### src/rtl/uart_pkg.sv
// Shared FSM encoding and framing constants for the word UART transmitter
// and its byte serializer.
package uart_pkg;
  typedef enum logic [1:0] {
    ST_IDLE  = 2'd0,
    ST_START = 2'd1,
    ST_DATA  = 2'd2,
    ST_STOP  = 2'd3
  } uart_state_e;

  localparam int BITS_PER_BYTE  = 8;
  localparam int BYTES_PER_WORD = 2;
endpackage

### src/rtl/uart_byte_tx.sv
// Single-byte 8N1 serializer. A start request seen in IDLE, or in the last
// stop-bit cycle, loads a new byte with no idle gap between frames.
module uart_byte_tx
  import uart_pkg::*;
#(
  parameter int CLKS_PER_BIT = 16
) (
  input  logic        clk,
  input  logic        rstb,
  input  logic        start,
  input  logic [7:0]  data,
  output logic        tx,
  output logic        last,
  output uart_state_e state
);
  localparam int CW = (CLKS_PER_BIT > 1) ? $clog2(CLKS_PER_BIT) : 1;
  localparam int BW = $clog2(BITS_PER_BYTE);
  localparam logic [CW-1:0] CNT_MAX  = CW'(CLKS_PER_BIT - 1);
  localparam logic [BW-1:0] BIT_LAST = BW'(BITS_PER_BYTE - 1);

  uart_state_e   state_q, state_d;
  logic [CW-1:0] cnt_q;
  logic [BW-1:0] bit_q;
  logic [7:0]    sh_q;
  logic          tx_q, tx_d;
  logic          load, shift, bit_end;

  assign bit_end = (cnt_q == CNT_MAX);
  assign last    = (state_q == ST_STOP) && bit_end;
  assign tx      = tx_q;
  assign state   = state_q;

  always_ff @(posedge clk or negedge rstb) begin
    if (!rstb) state_q <= ST_IDLE;
    else       state_q <= state_d;
  end

  always_comb begin
    state_d = state_q;
    case (state_q)
      ST_IDLE:  if (start) state_d = ST_START;
      ST_START: if (bit_end) state_d = ST_DATA;
      ST_DATA:  if (bit_end && (bit_q == BIT_LAST)) state_d = ST_STOP;
      ST_STOP:  if (bit_end) state_d = start ? ST_START : ST_IDLE;
      default:  state_d = ST_IDLE;
    endcase
  end

  // tx_d is the line level for the next bit period; registering it keeps tx glitch-free.
  always_comb begin
    tx_d  = tx_q;
    load  = 1'b0;
    shift = 1'b0;
    case (state_q)
      ST_IDLE: if (start) begin
        tx_d = 1'b0;
        load = 1'b1;
      end
      ST_START: if (bit_end) tx_d = sh_q[0];
      ST_DATA: if (bit_end) begin
        shift = 1'b1;
        tx_d  = (bit_q == BIT_LAST) ? 1'b1 : sh_q[1];
      end
      ST_STOP: if (bit_end && start) begin
        tx_d = 1'b0;
        load = 1'b1;
      end
      default: tx_d = 1'b1;
    endcase
  end

  always_ff @(posedge clk or negedge rstb) begin
    if (!rstb) begin
      cnt_q <= '0;
      bit_q <= '0;
      sh_q  <= '0;
      tx_q  <= 1'b1;
    end else begin
      tx_q <= tx_d;
      if (load)       sh_q <= data;
      else if (shift) sh_q <= sh_q >> 1;
      if ((state_q == ST_IDLE) || bit_end) cnt_q <= '0;
      else                                 cnt_q <= cnt_q + 1'b1;
      if (state_q != ST_DATA) bit_q <= '0;
      else if (bit_end)       bit_q <= bit_q + 1'b1;
    end
  end
endmodule

### src/rtl/word_uart_tx.sv
// 16-bit word transmitter: sends the low byte then the high byte as two
// back-to-back 8N1 frames through one byte serializer.
module word_uart_tx
  import uart_pkg::*;
#(
  parameter int CLKS_PER_BIT = 16
) (
  input  logic        clk,
  input  logic        rstb,
  input  logic [15:0] data_in,
  input  logic        data_in_valid,
  output logic        tx,
  output logic        tx_done,
  output logic        busy,
  output logic        overrun,
  output uart_state_e dbg_state
);
  // Handshake: a word transfers on a rising edge with data_in_valid=1 and
  // busy=0 (busy is the inverse of ready); valid while busy drops the word
  // and latches overrun.
  logic        byte_sel_q, busy_q, done_q, ovr_q;
  logic [15:0] word_q;
  logic        accept, last, start, last_byte, word_end;
  logic [7:0]  byte_data;
  uart_state_e byte_state;

  assign accept    = data_in_valid && (byte_state == ST_IDLE);
  assign last_byte = (byte_sel_q == 1'(BYTES_PER_WORD - 1));
  assign start     = accept || (last && !last_byte);
  assign word_end  = last && last_byte;
  assign byte_data = accept ? data_in[7:0] : word_q[15:8];

  assign busy      = busy_q;
  assign tx_done   = done_q;
  assign overrun   = ovr_q;
  assign dbg_state = byte_state;

  uart_byte_tx #(
    .CLKS_PER_BIT(CLKS_PER_BIT)
  ) u_byte_tx (
    .clk   (clk),
    .rstb  (rstb),
    .start (start),
    .data  (byte_data),
    .tx    (tx),
    .last  (last),
    .state (byte_state)
  );

  always_ff @(posedge clk or negedge rstb) begin
    if (!rstb) begin
      word_q     <= '0;
      byte_sel_q <= 1'b0;
      busy_q     <= 1'b0;
      done_q     <= 1'b0;
      ovr_q      <= 1'b0;
    end else begin
      done_q <= word_end;
      ovr_q  <= ovr_q | (data_in_valid & busy_q);
      if (accept) begin
        word_q     <= data_in;
        byte_sel_q <= 1'b0;
        busy_q     <= 1'b1;
      end else if (last) begin
        byte_sel_q <= ~byte_sel_q;
        if (last_byte) busy_q <= 1'b0;
      end
    end
  end
endmodule

### config.mk
export PLATFORM = sky130hd
export DESIGN_NAME = word_uart_tx
export DESIGN_NICKNAME = d
export VERILOG_FILES = /design/src/rtl/uart_pkg.sv /design/src/rtl/uart_byte_tx.sv /design/src/rtl/word_uart_tx.sv
export SDC_FILE = /design/constraint.sdc
export NUM_CORES = 1
export LEC_CHECK = 0
export ABC_AREA = 1
export CAP_MARGIN = 10
export CORE_MARGIN = 2
export CORE_UTILIZATION = 50
export CTS_BUF_LIST = sky130_fd_sc_hd__clkbuf_2
export CTS_CLUSTER_DIAMETER = 30
export CTS_CLUSTER_SIZE = 20
export DETAILED_ROUTE_END_ITERATION = 10
export GPL_ROUTABILITY_DRIVEN = 0
export PLACE_DENSITY = 0.85
export SLEW_MARGIN = 20
export SYNTH_ARGS = -nofsm -noshare
export SYNTH_HDL_FRONTEND = slang
export SYNTH_SLANG_ARGS = --single-unit
### constraint.sdc
create_clock -name clk -period 2.7 [get_ports clk]
set_clock_uncertainty 0.15 [all_clocks]
set_input_delay 0.54 -clock clk [delete_from_list [all_inputs] [get_ports clk]]
set_output_delay 0.54 -clock clk [all_outputs]
set_load 0.005 [all_outputs]
==> results.cfg, run 1 <==
[power]
power_switching_mw = 0.6299
p_int_mw = 0.9441
power_mw = 1.574
seq_power_share = 0.434
p_comb_frac = 0.423
ir_worst_vdd_mv = 0.3983
clkPwrFrac = 0.143
sw_frac_of_total = 0.4002
pwr_density_cell_mw_per_mm2 = 859.3
leakagePower_nw = 0.9394

[critical_path]
path_buf_inv = 1
cp.arrival_ns = 1.41
critical_path_class = reg -> out
setup.worst_path.end_class = primary output
crit_slowest_cell = dfstp_2
cpPeakStageDelay_ns = 0.56
crit_chain = clkdlybuf4s50_1
cp_top_family = flip-flops
required_ns = 2.01
cp_max_fo = 2
worstSetupStartpointType = flop

[finish]
drive_above_1_share = 0.1000
area_delta_synth_final_pct = 18.26
diodes = 0
fin_nets = 236
fin_cells = 243
final_cell_area_sq_mm = 0.001832
fillers = 265
final_common_cell = nand2_1
utilization = 0.6100
final_cell_mix = nand2_1, dfrtp_1, clkdlybuf4s50_1

[place]
place_ws_ns = 0.5062
hpwlAfterDp_um = 2041
dpl_cell_area_sq_mm = 0.001792
portBuffers = 24
post-place-cells = 235

[sta]
period_minus_slack_ns = 2.099
slew_headroom = 0.7262
max_freq_ghz = 0.4764
maxSlewViolCount = 0
setup_ws_ns = 0.6009
finalSetupViolations = 0
period_share = 0.7774
tns_ns = 0
tightestPinTransition_ns = 0.4097
rsz0062_at_grt = no
fin_hold_ws_ns = 0.3161
hold_viol = 0

[drt]
drc = 0
avgViaCountPerCell = 4.815
dr_total_vias = 1170
wirelength_um = 2717
drtAntennaViolNets = 0
dr.pass1.iters = 4
drtIter0Drc = 54
wl_per_cell_um = 11.18

[grt]
grt_pass1_wl_um = 4678
globalRouteTotalUtil = 0.1814
grt_antenna_before_repair = 0
grt_overflow = 0
grt_pass1_vias = 1130
grt_start_max_net_pins = 31

[synthesis]
postSynthAreaPerCell_sq_um = 8.558
syn_area_sq_mm = 0.001549
syn_inst = 181
synth-seq-cells = 30
ys_types = 27
yosys_warnings = 0
synth_seq_area_share = 0.4855
synth_nets = 208

[clocking]
cts_tree = done
cts_buffer_depth = 2
clockRootBuffer = clkbuf_2
cts-hold-fix-buffers = 0
clkTransAtPathRegs_ns = 0.15
clock_latency_ns = 0.36
post_cts_buffers = 0
post_cts_resized = 0
cts_sinks = 30
cts.htree.levels = 2
cts_made_buffers = 5

[floorplan]
start_util = 0.5158
die_w_um = 59.66
rows = 20
dieArea_sq_mm = 0.003559
dieHeight_um = 59.66
io_pins = 25
core-area_sq_mm = 0.003003

[hold_path]
min_path_type = reg -> reg

[outcome]
status = finished clean

[job]
maxCapViolCount = 0
[synthesized netlist by cell type]
cell type	n	area (sq um)
inv_2	1	3.750
nand3_1	10	50.05
xor2_1	1	8.760
nand2_2	1	6.260
nand3_4	1	17.52
buf_12	1	20.02
nor3_1	1	5.000
dfrtp_1	29	725.7
nand3_2	3	30.03
nor2_4	1	11.26
a21oi_1	1	5.000
o211ai_1	1	7.510
ha_1	8	100.1
dfstp_2	1	26.28
or2_2	1	6.260
nand2_1	62	232.7
inv_1	22	82.58
o21ai_1	4	20.02
nand2_4	2	22.52
nor2_1	8	30.03
a22o_1	2	17.52
buf_6	1	11.26
buf_4	2	15.01
o21bai_1	1	7.510
o21ai_0	14	70.07
nor3b_1	1	7.510
clkinv_4	1	8.760
[registers in the layout, indices dropped and copies added (netlist names)]
name and flops:
u_byte_tx.sh_q 8, word_q 8, u_byte_tx.cnt_q 4, u_byte_tx.bit_q 3, u_byte_tx.state 2, busy 1, byte_sel_q 1, overrun 1
tx_done 1, u_byte_tx.tx 1
[power groups by stage]
| stage | registers (mW) | clock network (mW) | logic [mW] |
|---|---|---|---|
| floorplan | 0.677 | 0 | 0.538 |
| global placement | 0.687 | 0 | 0.653 |
| detailed placement | 0.694 | 0 | 0.668 |
| CTS | 0.683 | 0.229 | 0.673 |
| global route | 0.699 | 0.254 | 0.772 |
| finish | 0.683 | 0.225 | 0.666 |
[area by class of cell]
cell class / instances / area, sq um / area share
inverter: 24 / 95.09 / 0.05191
tap: 33 / 41.29 / 0.02254
clock buffer: 8 / 40.04 / 0.02186
multi-input combinational: 123 / 655.6 / 0.3579
sequential: 30 / 752.0 / 0.4105
timing repair buffer: 25 / 247.7 / 0.1352
[kinds of logic (layout without fill, tap and decap cells)]
family | count (synthesis) | count (layout) | synth area share
fa+ha+maj | 8 | 8 | 0.06462
flops | 30 | 30 | 0.4855
xor+xnor | 1 | 1 | 0.005655
simple gates | 91 | 91 | 0.2706
buf+inv | 28 | 57 | 0.09127
compound gates | 23 | 23 | 0.08240
[layer usage]
metal	up-vias	wire (um)	track usage	share of wire
met2	22	1271	0.2919	0.47
met5	-	0	0	0
met1	522	1281	0.2238	0.47
met4	0	45	0.06667	0.017
met3	5	118	0.06494	0.043
li1	621	-	-	-
[path summary, 6_finish.rpt]
| path | from | endpoint | slack (ns) | cells after the start |
|---|---|---|---|---|
| worst max register to register | u_byte_tx.state[0]$_DFFE_PN0P_ | u_byte_tx.sh_q[6]$_DFFE_PN0P_ | 0.65 | 8 |
| worst max-delay path | u_byte_tx.tx$_DFFE_PN1P_ | tx | 0.60 | 1 |
| worst min register to register | u_byte_tx.cnt_q[0]$_DFF_PN0_ | u_byte_tx.cnt_q[0]$_DFF_PN0_ | 0.32 | 1 |
| max in group asynchronous | rstb | u_byte_tx.tx$_DFFE_PN1P_ | 1.69 | 2 |
| worst min-delay path | u_byte_tx.cnt_q[0]$_DFF_PN0_ | u_byte_tx.cnt_q[0]$_DFF_PN0_ | 0.32 | 1 |
| min in group asynchronous | rstb | word_q[8]$_DFFE_PN0N_ | 0.40 | 2 |
Power figures use the tool's default switching activity.
==> run 2, diff against run 1 <==
--- a/config.mk
+++ b/config.mk
@@ -8,13 +8,13 @@
 export ABC_AREA = 1
 export CAP_MARGIN = 10
 export CORE_MARGIN = 2
-export CORE_UTILIZATION = 50
+export CORE_UTILIZATION = 49
 export CTS_BUF_LIST = sky130_fd_sc_hd__clkbuf_2
 export CTS_CLUSTER_DIAMETER = 30
 export CTS_CLUSTER_SIZE = 20
 export DETAILED_ROUTE_END_ITERATION = 10
 export GPL_ROUTABILITY_DRIVEN = 0
-export PLACE_DENSITY = 0.85
+export PLACE_DENSITY = 0.87
 export SLEW_MARGIN = 20
 export SYNTH_ARGS = -nofsm -noshare
 export SYNTH_HDL_FRONTEND = slang
==> constraint.sdc (replaced) <==
create_clock -name clk -period 1.8 [get_ports clk]
set_clock_uncertainty 0.15 [all_clocks]
set_input_delay 0.36 -clock clk [delete_from_list [all_inputs] [get_ports clk]]
set_output_delay 0.36 -clock clk [all_outputs]
set_load 0.005 [all_outputs]
==> run 2 against run 1 <==
  * Die area up 1.9%
  * Critical path type unchanged
  * Sequential power is 48% higher
  * Clock power up 41%
  * Largest power group is now combinational cells
==> results.cfg, run 2 (synthesis results as in run 1) <==
[outcome]
status = finished clean

[drt]
drtIter0Drc = 25
avgViaCountPerCell = 4.771
wl_per_cell_um = 10.82
dr_total_vias = 1269
drc = 0
wirelength_um = 2879
drtAntennaViolNets = 0
dr.pass1.iters = 4

[place]
hpwlAfterDp_um = 2163
portBuffers = 24

[floorplan]
die_w_um = 60.23
dieHeight_um = 60.23
core-area_sq_mm = 0.003028
rows = 20
io_pins = 25
dieArea_sq_mm = 0.003627
start_util = 0.5116

[critical_path]
setup.worst_path.end_class = primary output
critical_path_class = reg -> out
cpPeakStageDelay_ns = 0.49
cp.arrival_ns = 1.22
cp_max_fo = 1
crit_slowest_cell = clkdlybuf4s50_1
required_ns = 1.29
path_buf_inv = 1
worstSetupStartpointType = flop
cp_top_family = buffers and inverters
crit_chain = clkdlybuf4s50_1

[finish]
utilization = 0.6488
area_delta_synth_final_pct = 26.82
top_regs = u_byte_tx.sh_q: 8 flops, word_q: 8 flops, u_byte_tx.cnt_q: 4 flops
diodes = 0
final_cell_mix = nand2_1, dfrtp_1, inv_1
final_common_cell = nand2_1
drive_above_1_share = 0.1577
fin_nets = 248

[clocking]
cts.htree.levels = 2
cts_made_buffers = 5
cts_buffer_depth = 2
clock_latency_ns = 0.36
clkTransAtPathRegs_ns = 0.15
cts_sinks = 30
cts_tree = done
clockRootBuffer = clkbuf_2

[grt]
globalRouteTotalUtil = 0.1883
grt_pass1_wl_um = 5043
grt_pass1_vias = 1221
grt_antenna_before_repair = 0
grt_start_max_net_pins = 22
grt_overflow = 0

[power]
clkPwrFrac = 0.126
ir_worst_vdd_mv = 0.6173
seq_power_share = 0.403
pwr_density_cell_mw_per_mm2 = 1275
p_comb_frac = 0.470
power_switching_mw = 1.017
p_int_mw = 1.488
sw_frac_of_total = 0.4060
power_mw = 2.504
leakagePower_nw = 1.005

[sta]
max_freq_ghz = 0.5788
rsz0062_at_grt = yes
finalSetupViolations = 0
tightestPinTransition_ns = 0.2742
hold_viol = 0
period_minus_slack_ns = 1.728
slew_headroom = 0.8166
period_share = 0.9598
maxSlewViolCount = 0

[hold_path]
min_path_type = in -> async

[job]
maxCapViolCount = 0
[run 2: cell types whose count changed in the layout (fill, tap and decap cells not counted), moves of 2 or more]
cell,before,now
buf_4,1,12
clkdlybuf4s50_1,24,20
dlygate4sd2_1,0,3
clkbuf_2,8,6
nand2_1,62,60
nand2_2,1,3
[run 2: what timing repair did]
action,in CTS,in global routing
gates resized for setup,3,7
endpoints found under the setup margin,3,9
hold buffers,0,0
endpoints found under the hold margin,0,0
buffers inserted,1,3
pin swaps,0,5
[run 2: per-layer routing]
layer	track usage	share of wire	vias to the layer above
li1	-	-	645
met1	0.2276	0.44	581
met2	0.3168	0.50	37
met3	0.05844	0.045	6
met4	0.06349	0.013	0
met5	0	0	-
[run 2: stage by stage]
stage | cell area [sq um] | hold slack (ns) | cells | TNS, ns | worst slack [ns]
2_1_floorplan | 1549 | -0.08559 | 181 | 0 | 0.07846
3_3_place_gp | 1878 | 0.3003 | 254 | 0 | 0.01714
3_5_place_dp | 1878 | 0.3126 | 254 | -0.01768 | -0.01768
4_1_cts | 1921 | 0.06639 | 263 | 0 | 0.04673
5_1_grt | 1964 | 0.05394 | 266 | -0.06492 | -0.02375
6_report | 1964 | 0.07647 | 266 | 0 | 0.07241
[run 2: path summary, 6_finish.rpt]
kind / start / endpoint / slack, ns / cells after the start
setup / recovery: tx_done$_DFF_PN0_ / tx_done / 0.07 / 1
hold / removal: rstb / u_byte_tx.cnt_q[2]$_DFF_PN0_ / 0.08 / 1
setup reg to reg: u_byte_tx.cnt_q[0]$_DFF_PN0_ / u_byte_tx.state[1]$_DFFE_PN0P_ / 0.10 / 9
hold reg to reg: overrun$_DFF_PN0_ / overrun$_DFF_PN0_ / 0.34 / 1
max in group asynchronous: rstb / u_byte_tx.tx$_DFFE_PN1P_ / 0.95 / 2
min in group clk: overrun$_DFF_PN0_ / overrun$_DFF_PN0_ / 0.34 / 1
[run 2: cell type report]
type	count	area, sq um
clock inverters	2	8.758
inverters	24	97.59
clock buffers	6	30.03
flip-flops and latches	30	752.0
fillers	267	1064
well taps	44	55.05
repair buffers	37	349.1
multi-input cells	123	671.9
[run 2: power by group through the flow]
stage	sequential (mW)	combinational, mW	clock [mW]
6_report	1.01	1.18	0.317
3_5_place_dp	1.03	1.09	0
2_1_floorplan	1.01	0.806	0
5_1_grt	1.03	1.34	0.361
3_3_place_gp	1.01	1.06	0
4_1_cts	1.01	1.09	0.327
==> RTL edit (settings of run 2) <==
Make the reset (`rstb`) synchronous in 3 clocked blocks.
--- a/src/rtl/uart_byte_tx.sv
+++ b/src/rtl/uart_byte_tx.sv
@@ -31,5 +31,5 @@
   assign state   = state_q;
 
-  always_ff @(posedge clk or negedge rstb) begin
+  always_ff @(posedge clk) begin
     if (!rstb) state_q <= ST_IDLE;
     else       state_q <= state_d;
@@ -70,5 +70,5 @@
   end
 
-  always_ff @(posedge clk or negedge rstb) begin
+  always_ff @(posedge clk) begin
     if (!rstb) begin
       cnt_q <= '0;
--- a/src/rtl/word_uart_tx.sv
+++ b/src/rtl/word_uart_tx.sv
@@ -48,5 +48,5 @@
   );
 
-  always_ff @(posedge clk or negedge rstb) begin
+  always_ff @(posedge clk) begin
     if (!rstb) begin
       word_q     <= '0;
Check against the original RTL: differs if rstb is asserted again (counterexample within 4 cycles, from zero or initial values and one cycle with rstb low); with rstb held inactive, the same outputs for 10 cycles.
==> RTL edit against run 2 <==
- setup slack got worse by 0.0016 ns
- synthesized area fell by 8.7%
- synthesized cell count is 6.1% higher
- total power down 15%
- sequential cell count unchanged
- routed wire length up 2.6%
- final area is 7.5% lower
- largest cell class is now multi-input gates
- largest power group unchanged
==> RTL edit: results (changes against run 2) <==
| Metric | Value |
|---|---|
| Status | `completed` |
| Count of cell types in the netlist | `22 (-19%)` |
| Synthesis-to-layout area growth | `28.5%` |
| Met3 GRT Util | `0.0670 (+0.00852)` |
| Post-synthesis compound-gate area fraction | `0.147 (+0.0645)` |
| Slew @ Worst Pin | `0.255 ns (-0.0187 ns)` |
| Largest net degree at the start of global routing | `18 (-18%)` |
| Layout non-clock buf frac | `0.180 (+0.00273)` |
| Dpl ws | `-0.0533 ns (-0.0356 ns)` |
| WL met3 | `188 um (+45%)` |
| Final cell count without fillers | `261 (-1.9%)` |
| R2R Setup Slk | `0.12 ns (+0.02 ns)` |
| Adder-Cell Fraction of Synth Area | `0.0708 (+0.00618)` |
| GRT Resource Usage Total | `0.194 (+0.00598)` |
| Final wirelength | `2.96 mm (+2.6%)` |
| Placed cell areas | `0.00175 mm2 (-6.9%)` |
| Top_reg_cell synth | `dfxtp_1` |
| Inverters | `14 (-42%)` |
| Dpl hpwl | `2.16 mm (-0.34%)` |
| Post-placement cell count | `252 (-0.79%)` |
| Max FO, Critical Path | `2 (+1)` |
| Met1 Use GR | `0.251 (+0.0235)` |
| Syn_nets | `219 (+5.3%)` |
| M1 WL | `1.35 mm (+6.5%)` |
| Hold WC Path Type | `reg2reg` |
| Pwr Density | `1180 mW/mm2 (-7.7%)` |
| Met2 GRT Util | `0.284 (-0.0327)` |
| Vias in the first global route | `1144 (-6.3%)` |
| Most instantiated cells after synthesis | `nand2_1 (70), dfxtp_1 (30), a21oi_1 (20)` |
| Vias/cell | `5.09 (+6.7%)` |
| Metal2 WL | `1.34 mm (-7.3%)` |
| First-pass GRT wire length | `4.85 mm (-3.8%)` |
| Bufs w/o clock | `34 (-8.1%)` |
| Synth Area in XOR/XNOR | `0 (-0.00565)` |
| Multi-input combinational area share | `0.414 (+0.0719)` |
| Num sequential | `30 (unchanged)` |
| Fin Hold WS | `0.327 ns (+0.251 ns)` |
| R2r endpoint | `u_byte_tx.state[0]` |
| 1st-iter DRT viols | `37 (+48%)` |
[RTL edit: cell count changes in the layout (fill, tap and decap cells not counted), sizes merged, moves of 2 or more]
| cell | delta |
|---|---|
| dfxtp | +30 |
| nor2 | +4 |
| a21oi | +20 |
| a31oi | +3 |
| nand2 | +9 |
| o21ai | -5 |
| nand3 | -7 |
| buf | -3 |
| dfrtp | -29 |
| a22o | -2 |
| inv | -10 |
[RTL edit: worst reg2reg max path, cell delays in order, from the launching register on]
cell and delay (ns):
dfxtp_2 0.35, inv_1 0.12, ha_2 0.24, nand2_2 0.08, buf_4 0.15, nand3_1 0.11, nand2_1 0.10, nor2_1 0.14
nand2_1 0.07, a21oi_1 0.12
[RTL edit: what timing repair did]
item / 4_1_cts / 5_1_grt
hold endpoints to repair: 0 / 0
gates cloned: 0 / 0
buffers inserted: 0 / 1
resized for setup: 4 / 10
setup endpoints to repair: 2 / 10
